[config.mk]
export PLATFORM = sky130hd
export DESIGN_NAME = envelope_gen
export DESIGN_NICKNAME = d
export VERILOG_FILES = /design/src/rtl/env_pkg.sv /design/src/rtl/env_scale.sv /design/src/rtl/envelope_gen.sv
export SDC_FILE = /design/constraint.sdc
export NUM_CORES = 1
export LEC_CHECK = 0
export ABC_AREA = 1
export CORE_ASPECT_RATIO = 2
export CORE_MARGIN = 5
export CORE_UTILIZATION = 55
export DETAILED_ROUTE_END_ITERATION = 8
export PLACE_DENSITY = 0.76
export REMOVE_ABC_BUFFERS = 1
export SKIP_CTS_REPAIR_TIMING = 1
export SYNTH_ARGS = -nofsm -noshare
export SYNTH_HDL_FRONTEND = slang
export SYNTH_SLANG_ARGS = --single-unit
[constraint.sdc]
create_clock -name clk -period 5.35 [get_ports clk]
set_input_delay 1.07 -clock clk [delete_from_list [all_inputs] [get_ports clk]]
set_output_delay 1.07 -clock clk [all_outputs]
set_load 0.1 [all_outputs]
[src/rtl/env_pkg.sv]
// Shared types and constants for the ADSR envelope stage.
package env_pkg;

    typedef enum logic [2:0] {
        ENV_IDLE    = 3'd0,
        ENV_ATTACK  = 3'd1,
        ENV_DECAY   = 3'd2,
        ENV_SUSTAIN = 3'd3,
        ENV_RELEASE = 3'd4
    } env_state_t;

    localparam logic [15:0] LEVEL_MAX = 16'hFFFF;

    // Offset-binary midscale code for an m-bit sample.
    function automatic logic [31:0] MID(input int m);
        return 32'd1 << (m - 1);
    endfunction

endpackage

[src/rtl/env_scale.sv]
// Two-stage signed multiply that scales an offset-binary sample about midscale,
// with a valid bit riding alongside each sample.
module env_scale
    import env_pkg::*;
#(
    parameter int M = 12
) (
    input  logic         clk,
    input  logic         rst_n,
    input  logic         ce,
    input  logic [M-1:0] sample_in,
    input  logic [7:0]   env_level,
    output logic [M-1:0] sample_out,
    output logic         out_valid
);

    localparam logic [M-1:0] MID_CODE = M'(MID(M));

    logic signed [M-1:0] c_reg;
    logic        [7:0]   env_reg;
    logic                v1_reg;
    logic signed [M+8:0] p_reg;
    logic                v2_reg;
    logic        [M-1:0] sample_out_reg;
    logic                out_valid_reg;
    logic signed [M+8:0] p_next;

    assign p_next = c_reg * $signed({1'b0, env_reg});

    always_ff @(posedge clk or negedge rst_n) begin
        if (!rst_n) begin
            c_reg          <= '0;
            env_reg        <= '0;
            v1_reg         <= 1'b0;
            p_reg          <= '0;
            v2_reg         <= 1'b0;
            sample_out_reg <= MID_CODE;
            out_valid_reg  <= 1'b0;
        end else begin
            // Subtracting midscale from offset binary is just an MSB flip.
            if (ce) begin
                c_reg   <= $signed(sample_in ^ MID_CODE);
                env_reg <= env_level;
            end
            v1_reg <= ce;
            if (v1_reg) begin
                p_reg <= p_next;
            end
            v2_reg <= v1_reg;
            if (v2_reg) begin
                sample_out_reg <= MID_CODE + p_reg[M+7:8];
            end
            out_valid_reg <= v2_reg;
        end
    end

    assign sample_out = sample_out_reg;
    assign out_valid  = out_valid_reg;

endmodule

[src/rtl/envelope_gen.sv]
// ADSR envelope generator feeding a scaling pipeline for the DAC path.
// Optional ENV_RETRIG_EN: a rising gate in ATTACK/DECAY/SUSTAIN restarts ATTACK.
module envelope_gen
    import env_pkg::*;
#(
    parameter int M  = 12,
    parameter int LW = 16
) (
    input  logic         clk,
    input  logic         rst_n,
    input  logic         ce,
    input  logic         gate,
    input  logic [7:0]   attack_rate,
    input  logic [7:0]   decay_rate,
    input  logic [7:0]   sustain_lvl,
    input  logic [7:0]   release_rate,
    input  logic [M-1:0] sample_in,
    output logic [M-1:0] sample_out,
    output logic         out_valid,
    output logic [7:0]   env_level,
    output logic         busy
);

    localparam logic [LW-1:0] LVL_MAX = LW'(LEVEL_MAX);

    env_state_t    state_reg, state_next;
    logic [LW-1:0] level_reg, level_next;
    logic          gate_q_reg;
    logic          rise, fall;
    logic [LW-1:0] target;
    logic [LW:0]   attack_sum;
    logic [LW:0]   decay_diff;

    assign rise       = ce & gate & ~gate_q_reg;
    assign fall       = ce & ~gate & gate_q_reg;
    assign target     = {sustain_lvl, {(LW-8){1'b0}}};
    assign attack_sum = {1'b0, level_reg} + {{(LW-7){1'b0}}, attack_rate};
    assign decay_diff = {1'b0, level_reg} - {{(LW-7){1'b0}}, decay_rate};

    always_comb begin
        state_next = state_reg;
        level_next = level_reg;
        if (ce) begin
            unique case (state_reg)
                ENV_IDLE: begin
                    level_next = '0;
                    if (rise) state_next = ENV_ATTACK;
                end
                ENV_ATTACK: begin
                    if (fall) begin
                        state_next = ENV_RELEASE;
`ifdef ENV_RETRIG_EN
                    end else if (rise) begin
                        state_next = ENV_ATTACK;
`endif
                    end else if (attack_rate != 8'd0) begin
                        if (attack_sum >= {1'b0, LVL_MAX}) begin
                            level_next = LVL_MAX;
                            state_next = ENV_DECAY;
                        end else begin
                            level_next = attack_sum[LW-1:0];
                        end
                    end
                end
                ENV_DECAY: begin
                    if (fall) begin
                        state_next = ENV_RELEASE;
`ifdef ENV_RETRIG_EN
                    end else if (rise) begin
                        state_next = ENV_ATTACK;
`endif
                    end else if (decay_rate != 8'd0) begin
                        // A borrow out of the subtraction also lands on target.
                        if (decay_diff[LW] || (decay_diff[LW-1:0] <= target)) begin
                            level_next = target;
                            state_next = ENV_SUSTAIN;
                        end else begin
                            level_next = decay_diff[LW-1:0];
                        end
                    end
                end
                ENV_SUSTAIN: begin
                    if (fall) begin
                        state_next = ENV_RELEASE;
`ifdef ENV_RETRIG_EN
                    end else if (rise) begin
                        state_next = ENV_ATTACK;
`endif
                    end else begin
                        level_next = target;
                    end
                end
                ENV_RELEASE: begin
                    if (rise) begin
                        state_next = ENV_ATTACK;
                    end else if (release_rate != 8'd0) begin
                        if (level_reg <= {{(LW-8){1'b0}}, release_rate}) begin
                            level_next = '0;
                            state_next = ENV_IDLE;
                        end else begin
                            level_next = level_reg - {{(LW-8){1'b0}}, release_rate};
                        end
                    end
                end
                default: begin
                    state_next = ENV_IDLE;
                    level_next = '0;
                end
            endcase
        end
    end

    always_ff @(posedge clk or negedge rst_n) begin
        if (!rst_n) begin
            state_reg  <= ENV_IDLE;
            level_reg  <= '0;
            gate_q_reg <= 1'b0;
        end else begin
            state_reg <= state_next;
            level_reg <= level_next;
            if (ce) gate_q_reg <= gate;
        end
    end

    assign env_level = level_reg[LW-1:LW-8];
    assign busy      = (state_reg != ENV_IDLE);

    env_scale #(
        .M(M)
    ) u_scale (
        .clk        (clk),
        .rst_n      (rst_n),
        .ce         (ce),
        .sample_in  (sample_in),
        .env_level  (env_level),
        .sample_out (sample_out),
        .out_valid  (out_valid)
    );

endmodule

# --- After elaboration in Yosys (flattened, before gate mapping) ---
# Cells that the tools add are included.
totals:
  out_inout_bits: 22
  regBits: 75
  inputBits: 48
  wordCells: 75
op_classes:
  eq_ne: 19
  addsub: 4
  mux: 23
  bitwise: 7
  n_mul: 1
  reduce_logical: 8
  n_lt_le_gt_ge: 3
ops:
  columns: ["cell", "n"]
  rows:
  - ["$mux W16", 10]
  - ["$pmux W16 S4", 1]
  - ["$mux W3", 11]
  - ["$reduce_bool A8 Y1", 3]
  - ["$mul A12 B9 Y20", 1]
  - ["$ne A2 B2 Y1 const B", 9]
  - ["$ne A3 B3 Y1 const B", 6]
  - ["$add A16 B8 Y17", 1]
  - ["$ge A17 B16 Y1 const B", 1]
  - ["$sub A16 B8 Y17", 1]
  - ["$le A16 B16 Y1", 1]
  - ["$le A16 B8 Y1", 1]
  - ["$sub A16 B8 Y16", 1]
  - ["$pmux W3 S5", 1]
  - ["$add A12 B12 Y12 const A", 1]
  - ["$reduce_and A9 Y1", 1]
  - ["$reduce_and A8 Y1", 1]
  - ["$eq A3 B2 Y1 const B", 2]
  - ["$and A1 B1 Y1", 4]
  - ["$eq A3 B1 Y1 const B", 1]
  - ["$eq A3 B3 Y1 const B", 1]
  - ["$logic_not A3 Y1", 1]
  - ["$not A1 Y1", 3]
  - ["$reduce_bool A3 Y1", 1]
  - ["$logic_or A1 B1 Y1", 1]

# --- Logic depth before layout (Yosys ltp) ---
depth:
  depth_word: 7
  mapped_depth: 28
  depth_no_buf: 28

# --- Hierarchy ---
# A second synthesis with hierarchy kept.
unflattened:
  cells_unflattened: 1414
  hier_area_um2: 9426.5
modules_own_cells:
  columns: ["mod", "cells_each", "seq_area_each_um2", "area_per_inst_um2", "n_inst"]
  rows:
  - ["env_scale", 702, 1177.4, 5403.9, 1]
  - ["envelope_gen", 712, 500.5, 4022.6, 1]

# --- Worst setup path after synthesis ---
# Ideal clock, no wire load.
synth_timing:
  kind: "register to register"
  startpoint: "reg u_scale.env_reg[2]"
  endpoint: "reg u_scale.p_reg[14]"
  slack_ns: 1.015
  required_time_ns: 5.232
  path_buffers: 1
  period_less_slack_ns: 4.335
  setup_time_ns: 0.118
  stages_incl_launch_ff: 21
  arrival_time_ns: 4.217
  cell_sequence: "dfrtp_1 -> clkbuf_1 -> nand2_1 -> fa_1 -> inv_1 -> fa_1 -> inv_1 -> fa_1 -> inv_1 -> fa_1 -> ha_1 -> a21oi_1 -> o21ai_0 -> a21o_1 -> nand2_1 -> nand2_1 -> nand2_1 -> nand2_1 -> or2_2 -> nand3_1 -> nand2_1"
synth_between:
  elab_chain_cells: 1
synth_rtl:
  columns: ["item", "line", "source"]
  rows:
  - ["start: declaration", "env_scale.sv:20", "logic [7:0] env_reg;"]
  - ["start signal: assignment", "env_scale.sv:43", "env_reg <= env_level;"]
  - ["$mul A12 B9 Y20", "env_scale.sv:28", "assign p_next = c_reg * $signed({1'b0, env_reg});"]
  - ["end signal: assignment", "env_scale.sv:47", "p_reg <= p_next;"]
  - ["end: declaration", "env_scale.sv:22", "logic signed [M+8:0] p_reg;"]
# Every way passes these cells.
# A chain may end at the register's enable or synchronous reset.

# --- Final worst setup path ---
layout_timing:
  startpoint: "reg u_scale.env_reg[3]"
  endpoint: "reg u_scale.p_reg[17]"
# Same word-level chain as after synthesis.

==> flow_summary.json <==
{
  "ctsLongestPathBuffers": 2,
  "synthArstFlopShare_pct": 100,
  "yosysWarnings": 0,
  "maxClockFrequency_mhz": 201,
  "drt-initial-drc-count": 442,
  "tightestPinTransition_ps": 1070,
  "detailed_place_hpwl_um": 23200,
  "number_of_antenna_diodes": 0,
  "syn-cell-area_um2": 9000,
  "netlist-cell-type-count": 50,
  "share_of_post_route_cells_with_drive_strength_above_1_pct": 4.61,
  "grt_antenna_before_repair": 0,
  "drt-wirelength-per-cell_um": 17.7,
  "cpLargestDelayFamily": "adder cells",
  "clock_transition_at_the_registers_of_the_reported_paths_ps": 60,
  "largest_reg_flops": 16,
  "syn_to_final_growth_pct": 11.8,
  "hold_path_depth": 1,
  "grt_start_max_net_pins": 57,
  "reg2reg_depth": 14,
  "number_of_maximum_capacitance_violations": 0,
  "worstSetupPathType": "flip-flop to flip-flop",
  "beginning_of_the_worst_hold_path": "u_scale.p_reg[19]",
  "seq_area_frac_synth_pct": 18.6,
  "setup_viol": 0,
  "grt_pass1_wl_um": 44200,
  "floorplan.die_area_um2": 19200,
  "p_total_w": 0.00597,
  "clock_sinks": 67,
  "core-area_um2": 16200,
  "cts.root.buffer_cell": "sky130_fd_sc_hd__clkbuf_16",
  "ff2ff_setup_slack_ps": 380,
  "cts_made_buffers": 9,
  "post_placement_cell_count": 1555,
  "htree_levels": 3,
  "finalHoldViolCount": 0,
  "first_pass_iteration_count_of_the_detailed_router": 4,
  "worstReg2RegEnd": "u_scale.p_reg[17]",
  "cts_tree": "built",
  "critPathLaunchType": "flip-flop",
  "postSynthAreaPerCell_um2": 6.80,
  "cp_slowest_cell": "sky130_fd_sc_hd__dfrtp_1",
  "critical_path.max_fanout": 13,
  "report.final.slew_viol_count": 0,
  "grt_pass1_vias": 8991,
  "synth_ff_type": "sky130_fd_sc_hd__dfrtp_1",
  "total_leakage_power_nw": 5.93,
  "i_o_pins": 70,
  "crit_buf_inv": 3,
  "gp_congestion": 0.991,
  "worstReg2RegStart": "u_scale.env_reg[3]",
  "timing.critical_path.slowest_cell_delay_ps": 720,
  "synth_seq_cells": 67,
  "grt_overflow": 0,
  "drcViolationCount": 0,
  "final_cells": 1571,
  "rsz_0062_raised_after_global_routing": "no",
  "synthCells": 1323,
  "number_of_nets_still_failing_antenna_checks_after_routing": 0,
  "crit_path_end_kind": "flip-flop",
  "run_status": "complete, no violations",
  "final.min_clock_period_ps": 4970,
  "global_route_usage_sum_pct": 30.4,
  "hold_end": "u_scale.sample_out[11]",
  "arrival_time_worst_endpoint_ps": 5170,
  "dr_total_vias": 8517,
  "worst_hold_path_type": "flip-flop to flip-flop",
  "number_of_synthesized_flops_with_an_enable_pin": 0,
  "max_slew_margin_pct": 28.7,
  "min_period_over_period_pct": 92.9,
  "final_core_utilization_pct": 62.2,
  "die_w_um": 100,
  "portBuffers": 69,
  "vias_per_cell": 5.42,
  "chipHeight_um": 191,
  "worstSkewPairLatency_ps": 340,
  "nNetsFinal": 1555,
  "dpl_worst_slack_ps": 458,
  "worst_clock_skew_ps": 14.7,
  "vdd_ir_drop_max_v": 0.000477,
  "total_number_of_placement_rows": 66,
  "commonest_cells_after_routing_fill_and_taps_aside": "433 x sky130_fd_sc_hd__nand2_1, 277 x sky130_fd_sc_hd__inv_1, 78 x sky130_fd_sc_hd__nor2_1, 78 x sky130_fd_sc_hd__fa_1, 73 x sky130_fd_sc_hd__nand3_1",
  "worst-endpoint-required_ps": 5550,
  "critical_path_cell_by_cell": "nand2_1 -> inv_1 -> fa_1 -> fa_1 -> inv_1 -> fa_1 -> inv_1 -> fa_1 -> ha_1 -> a21oi_1 -> o21ai_0 -> a21oi_1 -> xor2_1 -> o21ai_0",
  "finalWirelength_um": 27800,
  "power-per-cell-area_nw_per_um2": 594,
  "layout_setup_ws_ps": 380,
  "final_common_cell": "sky130_fd_sc_hd__nand2_1",
  "setup-tns-final_ps": 0,
  "initial_utilization_pct": 55.6,
  "cpMostUsedCell": "sky130_fd_sc_hd__fa_1"
}
[layer usage]
layer	up-vias	part of all wire, %	track usage [%]
met5	-	0	0
met4	0	11	25.8
met3	161	3.4	3.40
met2	284	56	59.6
met1	3983	29	25.6
li1	4089	-	-
[cell type report]
type / instances / area [um^2]
Multi-Input combinational cell: 929 / 6020
Tap cell: 204 / 255
Inverter: 281 / 1060
Fill cell: 1576 / 6120
Clock buffer: 9 / 225
Timing Repair Buffer: 74 / 723
Clock inverter: 7 / 100
Sequential cell: 67 / 1680
[cells in the mapped netlist, types with 11 or more instances]
cell type	count	share of area, %
sky130_fd_sc_hd__a21oi_1	39	2.2
sky130_fd_sc_hd__nand3_1	73	4.1
sky130_fd_sc_hd__o21ai_0	38	2.1
sky130_fd_sc_hd__dfrtp_1	66	18
sky130_fd_sc_hd__nand2_1	433	18
sky130_fd_sc_hd__nor3_1	11	0.61
sky130_fd_sc_hd__ha_1	67	9.3
sky130_fd_sc_hd__nor2_1	78	3.3
sky130_fd_sc_hd__nand4_1	14	0.97
sky130_fd_sc_hd__clkbuf_1	23	0.96
sky130_fd_sc_hd__buf_4	12	1.0
sky130_fd_sc_hd__inv_1	277	12
sky130_fd_sc_hd__fa_1	78	17
sky130_fd_sc_hd__xor2_1	15	1.5
[cells by family (layout without fill, tap and decap cells)]
kind of cell / Yosys count / in the layout / synth area share [%]
compound gates: 102 / 102 / 6.31
mux: 10 / 10 / 1.25
fa+ha+maj: 145 / 145 / 26.7
buf+inv: 327 / 371 / 14.5
simple gates: 647 / 647 / 30.2
flops: 67 / 67 / 18.6
xor+xnor: 25 / 25 / 2.43
[worst max-delay path by stage]
stage                        from                end  slack (ps)  depth (start not counted)
2_1_floorplan  u_scale.env_reg[2]  u_scale.p_reg[14]        1150                         19
3_3_place_gp   u_scale.env_reg[3]  u_scale.p_reg[17]         500                         14
3_5_place_dp        decay_rate[0]       state_reg[0]         460                         25
4_1_cts        u_scale.env_reg[3]  u_scale.p_reg[17]         410                         14
5_1_grt        u_scale.env_reg[3]  u_scale.p_reg[17]          10                         14
6_report       u_scale.env_reg[3]  u_scale.p_reg[17]         380                         14
[per-stage QoR]
step | instance area [um^2] | hold slack, ps
after floorplan | 8760 | 384
after global placement | 9740 | 470
after detailed placement | 9740 | 473
after CTS | 10100 | 478
after global routing | 10100 | 481
final | 10100 | 467
[power breakdown]
part | leakage, nW | switching, W | internal [W]
sequential | 0.853 | 0.000362 | 0.000680
combinational | 4.92 | 0.00287 | 0.00139
clock | 0.160 | 0.000255 | 0.000412
total | 5.93 | 0.00349 | 0.00248
Note: power is estimated with default switching activity, not from simulation.
